## src/rtl/instr_ram_uart_dump.sv

```systemverilog
// instr_ram_uart_dump
// Reads the instruction RAM back from address 0 and sends each byte out
// as an 8N1 UART frame, LSB first. The dump stops at the first TERMINATOR
// byte (which is not sent) or after MAX_ADDRESS, and finishes with END_BYTE.
// The MCU uses this to check what it loaded before the RAM is switched over.
//
// Ports:
//   clk         system clock
//   rst         synchronous reset, active low
//   start       dump request, only looked at while idle
//   ram_addr    RAM read address (synchronous RAM, data one cycle later)
//   ram_data    RAM read data, sampled only in LATCH
//   tx          UART serial line, idle high, registered
//   busy        high from the cycle after start is accepted until done
//   done        one-cycle pulse as the END_BYTE stop bit completes
//   byte_count  program bytes sent in the current/last dump (END_BYTE excluded)
//   dbg_state   current FSM state, for observation only
//
// Handshake: start is a request level. It is accepted on the first clock
// edge where it is high while the block is idle; busy then goes high and
// further start requests are ignored until the single-cycle done pulse,
// after which the block is idle again.
module instr_ram_uart_dump #(
  parameter int                    DATA_WIDTH   = 8,
  parameter int                    ADDR_WIDTH   = 8,
  parameter int                    MAX_ADDRESS  = 255,
  parameter int                    CLKS_PER_BIT = 434,
  parameter logic [DATA_WIDTH-1:0] TERMINATOR   = 8'h00,
  parameter logic [DATA_WIDTH-1:0] END_BYTE     = 8'h0A
) (
  input  logic                  clk,
  input  logic                  rst,
  input  logic                  start,
  output logic [ADDR_WIDTH-1:0] ram_addr,
  input  logic [DATA_WIDTH-1:0] ram_data,
  output logic                  tx,
  output logic                  busy,
  output logic                  done,
  output logic [ADDR_WIDTH:0]   byte_count,
  output logic [2:0]            dbg_state
);

  localparam int CNT_W = $clog2(CLKS_PER_BIT);

  typedef enum logic [2:0] {
    IDLE      = 3'd0,
    FETCH     = 3'd1,
    LATCH     = 3'd2,
    START_BIT = 3'd3,
    DATA_BITS = 3'd4,
    STOP_BIT  = 3'd5,
    DONE      = 3'd6
  } state_t;

  state_t                state_q,      state_d;
  logic [CNT_W-1:0]      baud_q,       baud_d;
  logic [2:0]            bit_idx_q,    bit_idx_d;
  logic [DATA_WIDTH-1:0] shift_q,      shift_d;
  logic                  last_q,       last_d;
  logic [ADDR_WIDTH-1:0] ram_addr_q,   ram_addr_d;
  logic [ADDR_WIDTH:0]   byte_count_q, byte_count_d;
  logic                  busy_q,       busy_d;
  logic                  done_q,       done_d;
  logic                  tx_q,         tx_d;

  logic baud_end;
  assign baud_end = (baud_q == CNT_W'(CLKS_PER_BIT - 1));

  always_comb begin
    state_d      = state_q;
    baud_d       = baud_q + CNT_W'(1);
    bit_idx_d    = bit_idx_q;
    shift_d      = shift_q;
    last_d       = last_q;
    ram_addr_d   = ram_addr_q;
    byte_count_d = byte_count_q;
    busy_d       = busy_q;

    unique case (state_q)
      IDLE: begin
        baud_d = '0;
        if (start) begin
          ram_addr_d   = '0;
          byte_count_d = '0;
          last_d       = 1'b0;
          busy_d       = 1'b1;
          state_d      = FETCH;
        end
      end
      // One cycle for the synchronous RAM to return the addressed word.
      FETCH: begin
        baud_d  = '0;
        state_d = LATCH;
      end
      LATCH: begin
        baud_d = '0;
        if (ram_data == TERMINATOR) begin
          shift_d = END_BYTE;
          last_d  = 1'b1;
        end else begin
          shift_d = ram_data;
        end
        state_d = START_BIT;
      end
      START_BIT: begin
        if (baud_end) begin
          baud_d    = '0;
          bit_idx_d = '0;
          state_d   = DATA_BITS;
        end
      end
      DATA_BITS: begin
        if (baud_end) begin
          baud_d = '0;
          if (bit_idx_q == 3'd7) state_d = STOP_BIT;
          else                   bit_idx_d = bit_idx_q + 3'd1;
        end
      end
      STOP_BIT: begin
        if (baud_end) begin
          baud_d = '0;
          if (last_q) begin
            state_d = DONE;
          end else begin
            byte_count_d = byte_count_q + (ADDR_WIDTH+1)'(1);
            // Last address reached without a terminator: go straight to
            // END_BYTE, holding the address rather than wrapping.
            if (ram_addr_q == ADDR_WIDTH'(MAX_ADDRESS)) begin
              shift_d = END_BYTE;
              last_d  = 1'b1;
              state_d = START_BIT;
            end else begin
              ram_addr_d = ram_addr_q + ADDR_WIDTH'(1);
              state_d    = FETCH;
            end
          end
        end
      end
      DONE: begin
        baud_d  = '0;
        busy_d  = 1'b0;
        state_d = IDLE;
      end
      default: begin
        baud_d  = '0;
        state_d = IDLE;
      end
    endcase

    // Outputs are computed from the next state so they change on the same
    // edge as the state and every bit lasts exactly CLKS_PER_BIT cycles.
    done_d = (state_d == DONE);
    unique case (state_d)
      START_BIT: tx_d = 1'b0;
      DATA_BITS: tx_d = shift_d[bit_idx_d];
      default:   tx_d = 1'b1;
    endcase
  end

  always_ff @(posedge clk) begin
    if (!rst) begin
      state_q      <= IDLE;
      baud_q       <= '0;
      bit_idx_q    <= '0;
      shift_q      <= '0;
      last_q       <= 1'b0;
      ram_addr_q   <= '0;
      byte_count_q <= '0;
      busy_q       <= 1'b0;
      done_q       <= 1'b0;
      tx_q         <= 1'b1;
    end else begin
      state_q      <= state_d;
      baud_q       <= baud_d;
      bit_idx_q    <= bit_idx_d;
      shift_q      <= shift_d;
      last_q       <= last_d;
      ram_addr_q   <= ram_addr_d;
      byte_count_q <= byte_count_d;
      busy_q       <= busy_d;
      done_q       <= done_d;
      tx_q         <= tx_d;
    end
  end

  assign ram_addr   = ram_addr_q;
  assign byte_count = byte_count_q;
  assign busy       = busy_q;
  assign done       = done_q;
  assign tx         = tx_q;
  assign dbg_state  = state_q;

endmodule

```

## config.mk

```make
export PLATFORM = sky130hd
export DESIGN_NAME = instr_ram_uart_dump
export DESIGN_NICKNAME = d
export VERILOG_FILES = /design/src/rtl/instr_ram_uart_dump.sv
export SDC_FILE = /design/constraint.sdc
export NUM_CORES = 1
export LEC_CHECK = 0
export CAP_MARGIN = 20
export CORE_MARGIN = 3
export CORE_UTILIZATION = 38
export CTS_CLUSTER_SIZE = 8
export DETAILED_ROUTE_END_ITERATION = 10
export PLACE_DENSITY = 0.64
export SLEW_MARGIN = 10
export SYNTH_ARGS = -nofsm -noshare
export SYNTH_HDL_FRONTEND = slang
export SYNTH_SLANG_ARGS = --single-unit
```

## constraint.sdc

```tcl
create_clock -name clk -period 3.5 [get_ports clk]
set_input_delay 0.7 -clock clk [delete_from_list [all_inputs] [get_ports clk]]
set_output_delay 0.7 -clock clk [all_outputs]
set_load 0.05 [all_outputs]
```

==> results of run 1 <==
==> per-stage QoR <==
stage          utilization  instances  cell area [um2]  worst slack [ps]  hold slack [ps]
6_report             0.485        379             2940               849              463
5_1_grt              0.485        379             2940               702              487
4_1_cts              0.485        379             2940               832              463
3_5_place_dp         0.463        372             2810               774              451
3_3_place_gp         0.463        372             2810               829              445
2_1_floorplan            -        272             2420              1060              436
==> sequential cells by signal, summed over array words and instances (netlist names), 3 cells and up <==
register	flops
shift_q	8
byte_count	9
ram_addr	8
dbg_state	3
baud_q	9
bit_idx_q	3
==> synthesized netlist by cell type (2+ instances only) <==
cell type	n	area share
ha_1	5	0.026
nor4_1	5	0.013
o311a_1	2	0.0083
o311ai_0	2	0.0072
nor2b_1	5	0.013
a21o_1	2	0.0062
o41ai_2	2	0.013
buf_2	4	0.0083
and2_1	5	0.013
o21ai_0	6	0.012
nand3_1	16	0.033
inv_1	11	0.017
a21oi_1	8	0.017
dfxtp_1	44	0.36
xnor2_1	18	0.065
buf_6	2	0.0093
or2_2	2	0.0052
nand2_1	22	0.034
or4_1	3	0.0093
nand4_1	7	0.018
nor2_1	38	0.059
o221ai_1	2	0.0072
a21boi_0	3	0.0093
nor3_1	6	0.012
mux2i_1	6	0.025
clkbuf_1	4	0.0062
xor2_1	2	0.0072
nor3b_1	4	0.012
nor4b_2	3	0.019
==> layout make-up <==
cell class	instances	area [um2]
inverter	11	41.3
timing repair buffer	36	353
sequential	44	881
clock inverter	2	60.1
multi-input combinational	206	1440
tap	75	93.8
fill	587	3120
clock buffer	5	68.8
==> power by group <==
group | leakage (uW) | internal, uW | switching (uW)
registers | 0.000357 | 515 | 21.8
logic | 0.000592 | 61.4 | 88.4
clock network | 0.0000642 | 281 | 174
==> routing by layer <==
| metal | track usage | vias up | wire length, um |
|---|---|---|---|
| met5 | 0 | - | 0 |
| met4 | 0.0345 | 0 | 29 |
| li1 | - | 1043 | - |
| met1 | 0.203 | 975 | 2610 |
| met3 | 0.0327 | 2 | 215 |
| met2 | 0.260 | 40 | 2480 |
==> worst min path at each step <==
stage | start | to | slack, ps | depth (start not counted)
after floorplan | shift_q[4] | shift_q[4] | 440 | 2
after CTS | shift_q[7] | shift_q[7] | 460 | 2
after global placement | shift_q[7] | shift_q[7] | 440 | 2
after detailed placement | shift_q[7] | shift_q[7] | 450 | 2
after global routing | shift_q[4] | shift_q[4] | 490 | 2
final | shift_q[7] | shift_q[7] | 460 | 2
==> cells by family after synthesis <==
family / Yosys count / share of synthesized area
AOI/OAI and AO/OA: 43 / 0.151
DFF: 44 / 0.363
buffers and inverters: 22 / 0.0423
muxes: 7 / 0.0294
and+or+nand+nor: 131 / 0.316
adders and majority gates: 5 / 0.0258
xor gates and xnor gates: 20 / 0.0723
==> layout by cell type, fill, tap and decap left out, drive strengths merged, types with 3 or more instances in the layout <==
cell type,netlist,final
a21boi,3,3
a21oi,8,8
and2,5,5
buf,7,3
clkbuf,4,5
clkdlybuf4s50,0,33
dfxtp,44,44
ha,5,5
inv,11,11
mux2i,6,6
nand2,22,22
nand3,17,17
nand4,7,7
nor2,38,38
nor2b,6,6
nor3,7,7
nor3b,4,4
nor4,7,7
nor4b,4,4
o21ai,7,7
o221ai,3,3
o41ai,3,3
or4,3,3
xnor2,18,18
==> results.sh, run 1 <==
export IMPL_status="completed"
export IMPL_synth_cells=272
export IMPL_max_stage_delay_ps=930
export IMPL_initial_core_util=0.400
export IMPL_ys_flop_type="dfxtp_1"
export IMPL_start_kind="register"
export IMPL_clk_insertion_delay_late_ps=300
export IMPL_worstReg2RegStart="dbg_state[2]"
export IMPL_total_power_uw=1140
export IMPL_fin_crit_ps=2650
export IMPL_total_leakage_power_uw=0.00101
export IMPL_initialDrtViolationCount=105
export IMPL_tritoncts="yes"
export IMPL_clock_sinks=44
export IMPL_area_growth_syn_to_layout_pct=21.2
export IMPL_setup_tns_ps=0
export IMPL_slew_violations=0
export IMPL_ir_drop_v=0.000211
export IMPL_crit_type="register to output pin"
export IMPL_cp_required_ps=2800
export IMPL_place_detailed_hpwl_um=3990
export IMPL_crit_start="dbg_state[1]"
export IMPL_io_pins=34
export IMPL_antenna_found_initial=0
export IMPL_hp_class="register to register"
export IMPL_async_flop_share=0
export IMPL_slew_limit_headroom=0.492
export IMPL_synth_cell_type_count=62
export IMPL_post_cts_buffers=0
export IMPL_nNetsFinal=320
export IMPL_worstSetupEndpointType="output pin"
export IMPL_path_cells="clkdlybuf4s50_1"
export IMPL_synth_area_um2=2420
export IMPL_root_buffer="clkbuf_8"
export IMPL_vias=2060
export IMPL_rsz0062_at_grt="false"
export IMPL_rows=28
export IMPL_cts_resized=0
export IMPL_clk_pin_slew_ps=80
export IMPL_worst_pin_slew_ps=756
export IMPL_cp_endpoint="dbg_state[1]"
export IMPL_ctsLongestPathBuffers=2
export IMPL_io_buffers=33
export IMPL_critical_path_slowest_cell="clkdlybuf4s50_1"
export IMPL_die_h_um=85.9
export IMPL_die_x_um=85.9
export IMPL_synth_edff_count=0
export IMPL_grt_pass1_vias=1948
export IMPL_core_area_um2=6060
export IMPL_synth_area_per_cell_um2=8.91
export IMPL_fmax_mhz=377
export IMPL_synth_nets=288
export IMPL_final_hold_violation_count=0
export IMPL_grt_max_degree=20
export IMPL_crit_fanout=19
export IMPL_antenna_left=0
export IMPL_r2r_end="tx"
export IMPL_setup_violations=0
export IMPL_drive_above_1_share=0.109
export IMPL_r2r_cells=6
export IMPL_post_drt_wl_per_cell_um=14.1
export IMPL_grt_overflow_total=0
export IMPL_grt_pass1_wl_um=9270
export IMPL_totalWireLength_um=5340
export IMPL_power_density_nw_per_um2=389
export IMPL_viasPerCell=5.44
export IMPL_dieArea_um2=7370
export IMPL_drv_cap=0
export IMPL_route_detailed_drc=0
export IMPL_cts_buffers=5
export IMPL_ys_seq_elements=44
export IMPL_gp_congestion=0.803
export IMPL_ys_warn_count=0
export IMPL_first_pass_iters=4
export IMPL_holdBufCountCts=0
export IMPL_cp_num_buf_inv=1
export IMPL_period_share=0.757
export IMPL_cp_top_family="buffers and inverters"
export IMPL_seq_area_frac_synth=0.363
export IMPL_r2r_slack_ps=910
export IMPL_h_tree_depth=2
export IMPL_groute_usage_overall=0.155
export IMPL_crit_arrival_ps=1950
export IMPL_antenna_cells=0
export IMPL_fin_skew_ps=10.6
export IMPL_path_depth=1
Power figures use the tool's default switching activity.
==> run 2: changes to the inputs <==
clock period = 2.6 ns   (was 3.5 ns; I/O delays follow)
==> results.sh, run 2 (synthesis gave the netlist of run 1 again) <==
export IMPL_antenna_found_initial=0
export IMPL_r2r_slack_ps=240
export IMPL_met3RoutedLength_um=196
export IMPL_initialDrtViolationCount=88
export IMPL_layout_common_cells="dfxtp_1 (44), nor2_1 (38), clkdlybuf4s50_1 (32)"
export IMPL_top_layer_used="met4"
export IMPL_cts_buffers=5
export IMPL_setup_tns_ps=0
export IMPL_max_stage_delay_ps=550
export IMPL_initial_core_util=0.400
export IMPL_total_leakage_power_uw=0.00104
export IMPL_holdBufCountCts=0
export IMPL_grt_overflow_total=0
export IMPL_route_detailed_drc=0
export IMPL_place_detailed_hpwl_um=4040
export IMPL_grt_pass1_vias=1923
export IMPL_crit_arrival_ps=2530
export IMPL_h_tree_depth=2
export IMPL_period_share=0.909
export IMPL_crit_fanout=6
export IMPL_cp_top_family="simple AND/OR/NAND/NOR gates"
export IMPL_clk_pin_slew_ps=80
export IMPL_antenna_left=0
export IMPL_setup_violations=0
export IMPL_clock_sinks=44
export IMPL_grt_pass1_wl_um=8890
export IMPL_wl_met2_um=2420
export IMPL_cts_resized=0
export IMPL_vias=2076
export IMPL_io_pins=34
export IMPL_hp_class="register to register"
export IMPL_dieArea_um2=7370
export IMPL_status="completed"
export IMPL_final_hold_violation_count=0
export IMPL_rsz0062_at_grt="false"
export IMPL_fin_skew_ps=5.51
export IMPL_tritoncts="yes"
export IMPL_cp_required_ps=2770
export IMPL_fin_crit_ps=2360
export IMPL_root_buffer="clkbuf_8"
export IMPL_ir_drop_v=0.000235
export IMPL_die_x_um=85.9
export IMPL_io_buffers=33
export IMPL_worst_pin_slew_ps=606
export IMPL_path_common_cell="nand2_1"
export IMPL_cp_num_buf_inv=0
export IMPL_area_growth_syn_to_layout_pct=22.5
export IMPL_gp_congestion=0.833
export IMPL_grt_max_degree=18
export IMPL_critical_path_slowest_cell="o221ai_1"
export IMPL_total_power_uw=1380
export IMPL_crit_type="register to register"
export IMPL_ctsLongestPathBuffers=2
export IMPL_clk_insertion_delay_late_ps=290
export IMPL_slew_violations=0
export IMPL_groute_usage_overall=0.147
export IMPL_final_common_cell="dfxtp_1"
export IMPL_worstSetupEndpointType="register"
export IMPL_viasPerCell=5.34
export IMPL_start_kind="register"
export IMPL_m1WireLength_um=2620
export IMPL_first_pass_iters=4
export IMPL_drv_cap=0
export IMPL_drive_above_1_share=0.137
export IMPL_totalWireLength_um=5310
export IMPL_path_cells="ha_1 > and4b_1 > nand2_1 > o221ai_1 > nand2_1 > nor3_1 > o41ai_2"
export IMPL_rows=28
export IMPL_die_h_um=85.9
export IMPL_post_cts_buffers=0
export IMPL_antenna_cells=0
export IMPL_nNetsFinal=329
export IMPL_fmax_mhz=423
export IMPL_post_drt_wl_per_cell_um=13.7
export IMPL_power_density_nw_per_um2=465
export IMPL_core_area_um2=6060
export IMPL_slew_limit_headroom=0.596
==> run 2: cell types whose count changed in the layout (fill, tap and decap cells not counted) <==
cell and delta:
buf_4 +10, bufinv_16 -2, clkbuf_1 +1, clkbuf_8 +1, clkdlybuf4s50_1 -1, clkinvlp_4 +1
==> run 2: worst paths after layout <==
check | from | endpoint | cells past startpoint
setup / recovery | baud_q[0] | tx | 7
hold / removal | shift_q[4] | shift_q[4] | 2
setup reg to reg | baud_q[0] | tx | 7
hold reg to reg | shift_q[4] | shift_q[4] | 2
==> run 2: routing by layer <==
layer | vias up | GRT usage
met2 | 44 | 0.240
met3 | 9 | 0.0279
li1 | 1056 | -
met1 | 967 | 0.196
met4 | 0 | 0.0460
met5 | - | 0
==> run 2: where the power goes <==
part	total [uW]	leakage, uW	internal, uW	switching, uW
logic	214	0.000636	89.6	124
registers	717	0.000357	694	23.8
clock network	448	0.0000445	216	232
==> run 2: layout make-up <==
cell class	count	area, um2
fillers	597	3090
multi-input cells	206	1440
flip-flops and latches	44	881
repair buffers	45	418
well taps	75	93.8
clock buffers	7	86.3
inverters	11	41.3
clock inverters	1	7.51
==> run 2: per-stage QoR <==
step | instance area (um2) | setup WS, ps | hold WS (ps) | cells | utilization
6_report | 2970 | 237 | 470 | 389 | 0.490
5_1_grt | 2970 | 19.1 | 484 | 389 | 0.490
4_1_cts | 2970 | 227 | 464 | 389 | 0.490
3_5_place_dp | 2870 | 68.0 | 452 | 381 | 0.474
3_3_place_gp | 2870 | 123 | 448 | 381 | 0.474
2_1_floorplan | 2420 | 157 | 436 | 272 | -
==> run 2: worst reg2reg max path: cells and delay by family (launching register included) <==
family | cells | cell delay (ps)
AO/OA/AOI/OAI | 2 | 660
flip-flops | 1 | 400
adder cells (fa/ha/maj) | 1 | 250
AND/OR/NAND/NOR | 4 | 920
==> RTL change (settings of run 2) <==
`shift_q` no longer has a reset.
--- a/src/rtl/instr_ram_uart_dump.sv
+++ b/src/rtl/instr_ram_uart_dump.sv
@@ -162,7 +162,6 @@
       state_q      <= IDLE;
       baud_q       <= '0;
       bit_idx_q    <= '0;
-      shift_q      <= '0;
       last_q       <= 1'b0;
       ram_addr_q   <= '0;
       byte_count_q <= '0;
@@ -173,7 +172,6 @@
       state_q      <= state_d;
       baud_q       <= baud_d;
       bit_idx_q    <= bit_idx_d;
-      shift_q      <= shift_d;
       last_q       <= last_d;
       ram_addr_q   <= ram_addr_d;
       byte_count_q <= byte_count_d;
@@ -181,6 +179,10 @@
       done_q       <= done_d;
       tx_q         <= tx_d;
     end
+  end
+
+  always_ff @(posedge clk) begin
+    shift_q <= shift_d;
   end
 
   assign ram_addr   = ram_addr_q;
Formal check against the unedited RTL: same outputs for any inputs over 10 cycles, from zero or initial values and one cycle with rst low; that may be too few to reach the edited logic, so the function may still have changed.
==> RTL change against run 2 <==
Total power rose by 15%. Area after synthesis is 7.5% lower. Wire length is 7.5% lower. Clock power grew 16%. Setup slack improved by 0.0038 ns. Combinational power is 41% higher. Final area decreased by 4.6%. Non-clock buffer count grew 1. Clock skew rose by 0.0026 ns. Global-route usage grew 0.98 points. Sequential cell count is the same. Largest cell class unchanged.
==> RTL change: results (changes against run 2) <==
Synthesis
  • Warnings, synthesis: 0 (unchanged)
  • Seq/Total Area, Yosys: 0.393 (+0.0296)
  • Main area contributors after synthesis: dfxtp_1 (39%), nor2_1 (6.7%), xor2_1 (5.1%), nand2_1 (3.9%), o21ai_0 (3.1%)
  • Synth cell count leaders: dfxtp_1 (44), nor2_1 (40), nand2_1 (23), o21ai_0 (14), xor2_1 (13)
  • Synth top area share: 0.393 (+0.0296)
  • Syn Area/Cell: 8.59 sq um (-3.6%)
  • Distinct cells, synth: 57 (-8.1%)
  • Post-synthesis async set-or-reset flop share: 0 (unchanged)
  • Syn Nets: 277 (-3.8%)

Drt
  • Vias/cell: 5.08 (-4.9%)
  • Post-Route WL: 4910 um (-7.5%)
  • Initial DRT Pass Iterations: 4 (unchanged)
  • Wire per inst: 12.9 um (-5.3%)
  • DRT iter0 DRCs: 104 (+18%)

Global route
  • Met1 global-route usage: 0.218 (+0.0212)
  • GRT met2 Usage: 0.241 (+0.000821)
  • GR Layer Usage met3: 0.0367 (+0.00886)
  • Largest net degree at the start of global routing: 16 (-2)
  • Global-route wire length before repair: 8420 um (-5.2%)
  • GRT Total Usage: 0.157 (+0.00984)
  • Vias in the first global route: 1829 (-4.9%)

Run status
  • Status: completed

Worst setup path
  • FF-to-FF Start: baud_q[0]$_SDFF_PP0_
  • CP arrival: 1.84 ns (-0.69 ns)
  • Worst-path fanout max: 15 (+9)
  • Worst setup path start: dbg_state[1]$_SDFF_PN0_

Power and ir drop
  • Switch share: 0.277 (+0.00139)
  • Leak: 1.05 nW (+1.3%)
  • Worst VDD drop: 0.425 mV (+81%)

Worst hold path
  • Type of the most critical hold path: flip-flop to flip-flop
  • HP Start: shift_q[6]$_DFF_P_

Final layout
  • Layout cells sized above 1: 0.117 (-0.0201)
  • Fillers: 566 (-5.2%)
  • ANT cells: 0 (unchanged)
  • Nets@finish: 323 (-1.8%)

Placed design
  • Dpl cells: 371 (-2.6%)
  • Final HPWL from detailed placement: 3660 um (-9.4%)
  • Post-place setup slack: -0.0206 ns (-0.0886 ns)
  • Global placement routability congestion: 0.849 (+1.9%)

Timing
  • Clock Skew: 0.00809 ns (+0.00258 ns)
  • Worst-Margin Slew: 0.584 ns (-0.0225 ns)
  • Hold Vio Cnt, Final: 0 (unchanged)

Clock tree
  • Number of post-CTS setup repair buffers: 0 (unchanged)
  • Clock Path Buffers: 2 (unchanged)
  • CTS buffer count: 5 (unchanged)
  • Clock transition at path regs: 0.09 ns
  • CTS root buffer: clkbuf_8
  • H-tree depth: 2 (unchanged)
  • Worst-skew pair later-pin latency: 0.30 ns
  • Post-CTS sizing: 0 (unchanged)
==> RTL change: cell count changes after synthesis, sizes merged, moves of 4 or more <==
cell    delta
xnor2     -10
and2       +4
nand3      -9
nor2b      -4
nand2b     +4
xor2      +11
o21ai     +10
==> RTL change: final cells by class <==
class	count	area, sq um	area share
Sequential cell	44	881	0.311
Multi-Input combinational cell	201	1290	0.456
Clock inverter	2	35.0	0.0124
Timing Repair Buffer	46	428	0.151
Clock buffer	6	72.6	0.0256
Inverter	9	33.8	0.0119
Tap cell	72	90.1	0.0318
==> RTL change: final timing paths <==
kind	endpoint	slack (ns)	cells past startpoint
setup / recovery	dbg_state[1]	0.24	2
hold / removal	shift_q[6]$_DFF_P_	0.47	2
setup reg to reg	tx$_SDFF_PN1_	0.29	8
hold reg to reg	shift_q[6]$_DFF_P_	0.47	2
==> RTL change: layer usage <==
metal,up-vias,part of all wire
met2,29,0.45
met1,894,0.49
li1,998,-
met4,0,0.013
met5,-,0
met3,8,0.043
==> RTL change: power groups by stage <==
| stage | logic (mW) | registers (mW) | clock network, mW |
|---|---|---|---|
| detailed placement | 0.298 | 0.777 | 0 |
| CTS | 0.300 | 0.761 | 0.535 |
| floorplan | 0.165 | 0.807 | 0 |
| global placement | 0.297 | 0.777 | 0 |
| global route | 0.336 | 0.769 | 0.561 |
| finish | 0.302 | 0.761 | 0.520 |
==> RTL change: cells by family (layout without fill, tap and decap cells) <==
| kind of cell | Yosys count | in the layout | synth area share |
|---|---|---|---|
| AO/OA/AOI/OAI | 45 | 45 | 0.127 |
| XOR/XNOR | 21 | 21 | 0.0821 |
| adder cells (fa/ha/maj) | 5 | 5 | 0.0279 |
| buffers and inverters | 16 | 63 | 0.0301 |
| flip-flops | 44 | 44 | 0.393 |
| multiplexers | 4 | 4 | 0.0184 |
| AND/OR/NAND/NOR | 126 | 126 | 0.321 |
==> RTL change: stage by stage <==
step,area [sq um],power (mW)
6_report,2830,1.58
3_5_place_dp,2720,1.08
3_3_place_gp,2720,1.07
2_1_floorplan,2240,0.972
4_1_cts,2830,1.60
5_1_grt,2830,1.67
==> RTL change: critical path, stage by stage, from the launching register on <==
cell,delay (ns)
dfxtp_1,0.46
buf_4,0.26
clkdlybuf4s50_1,0.83
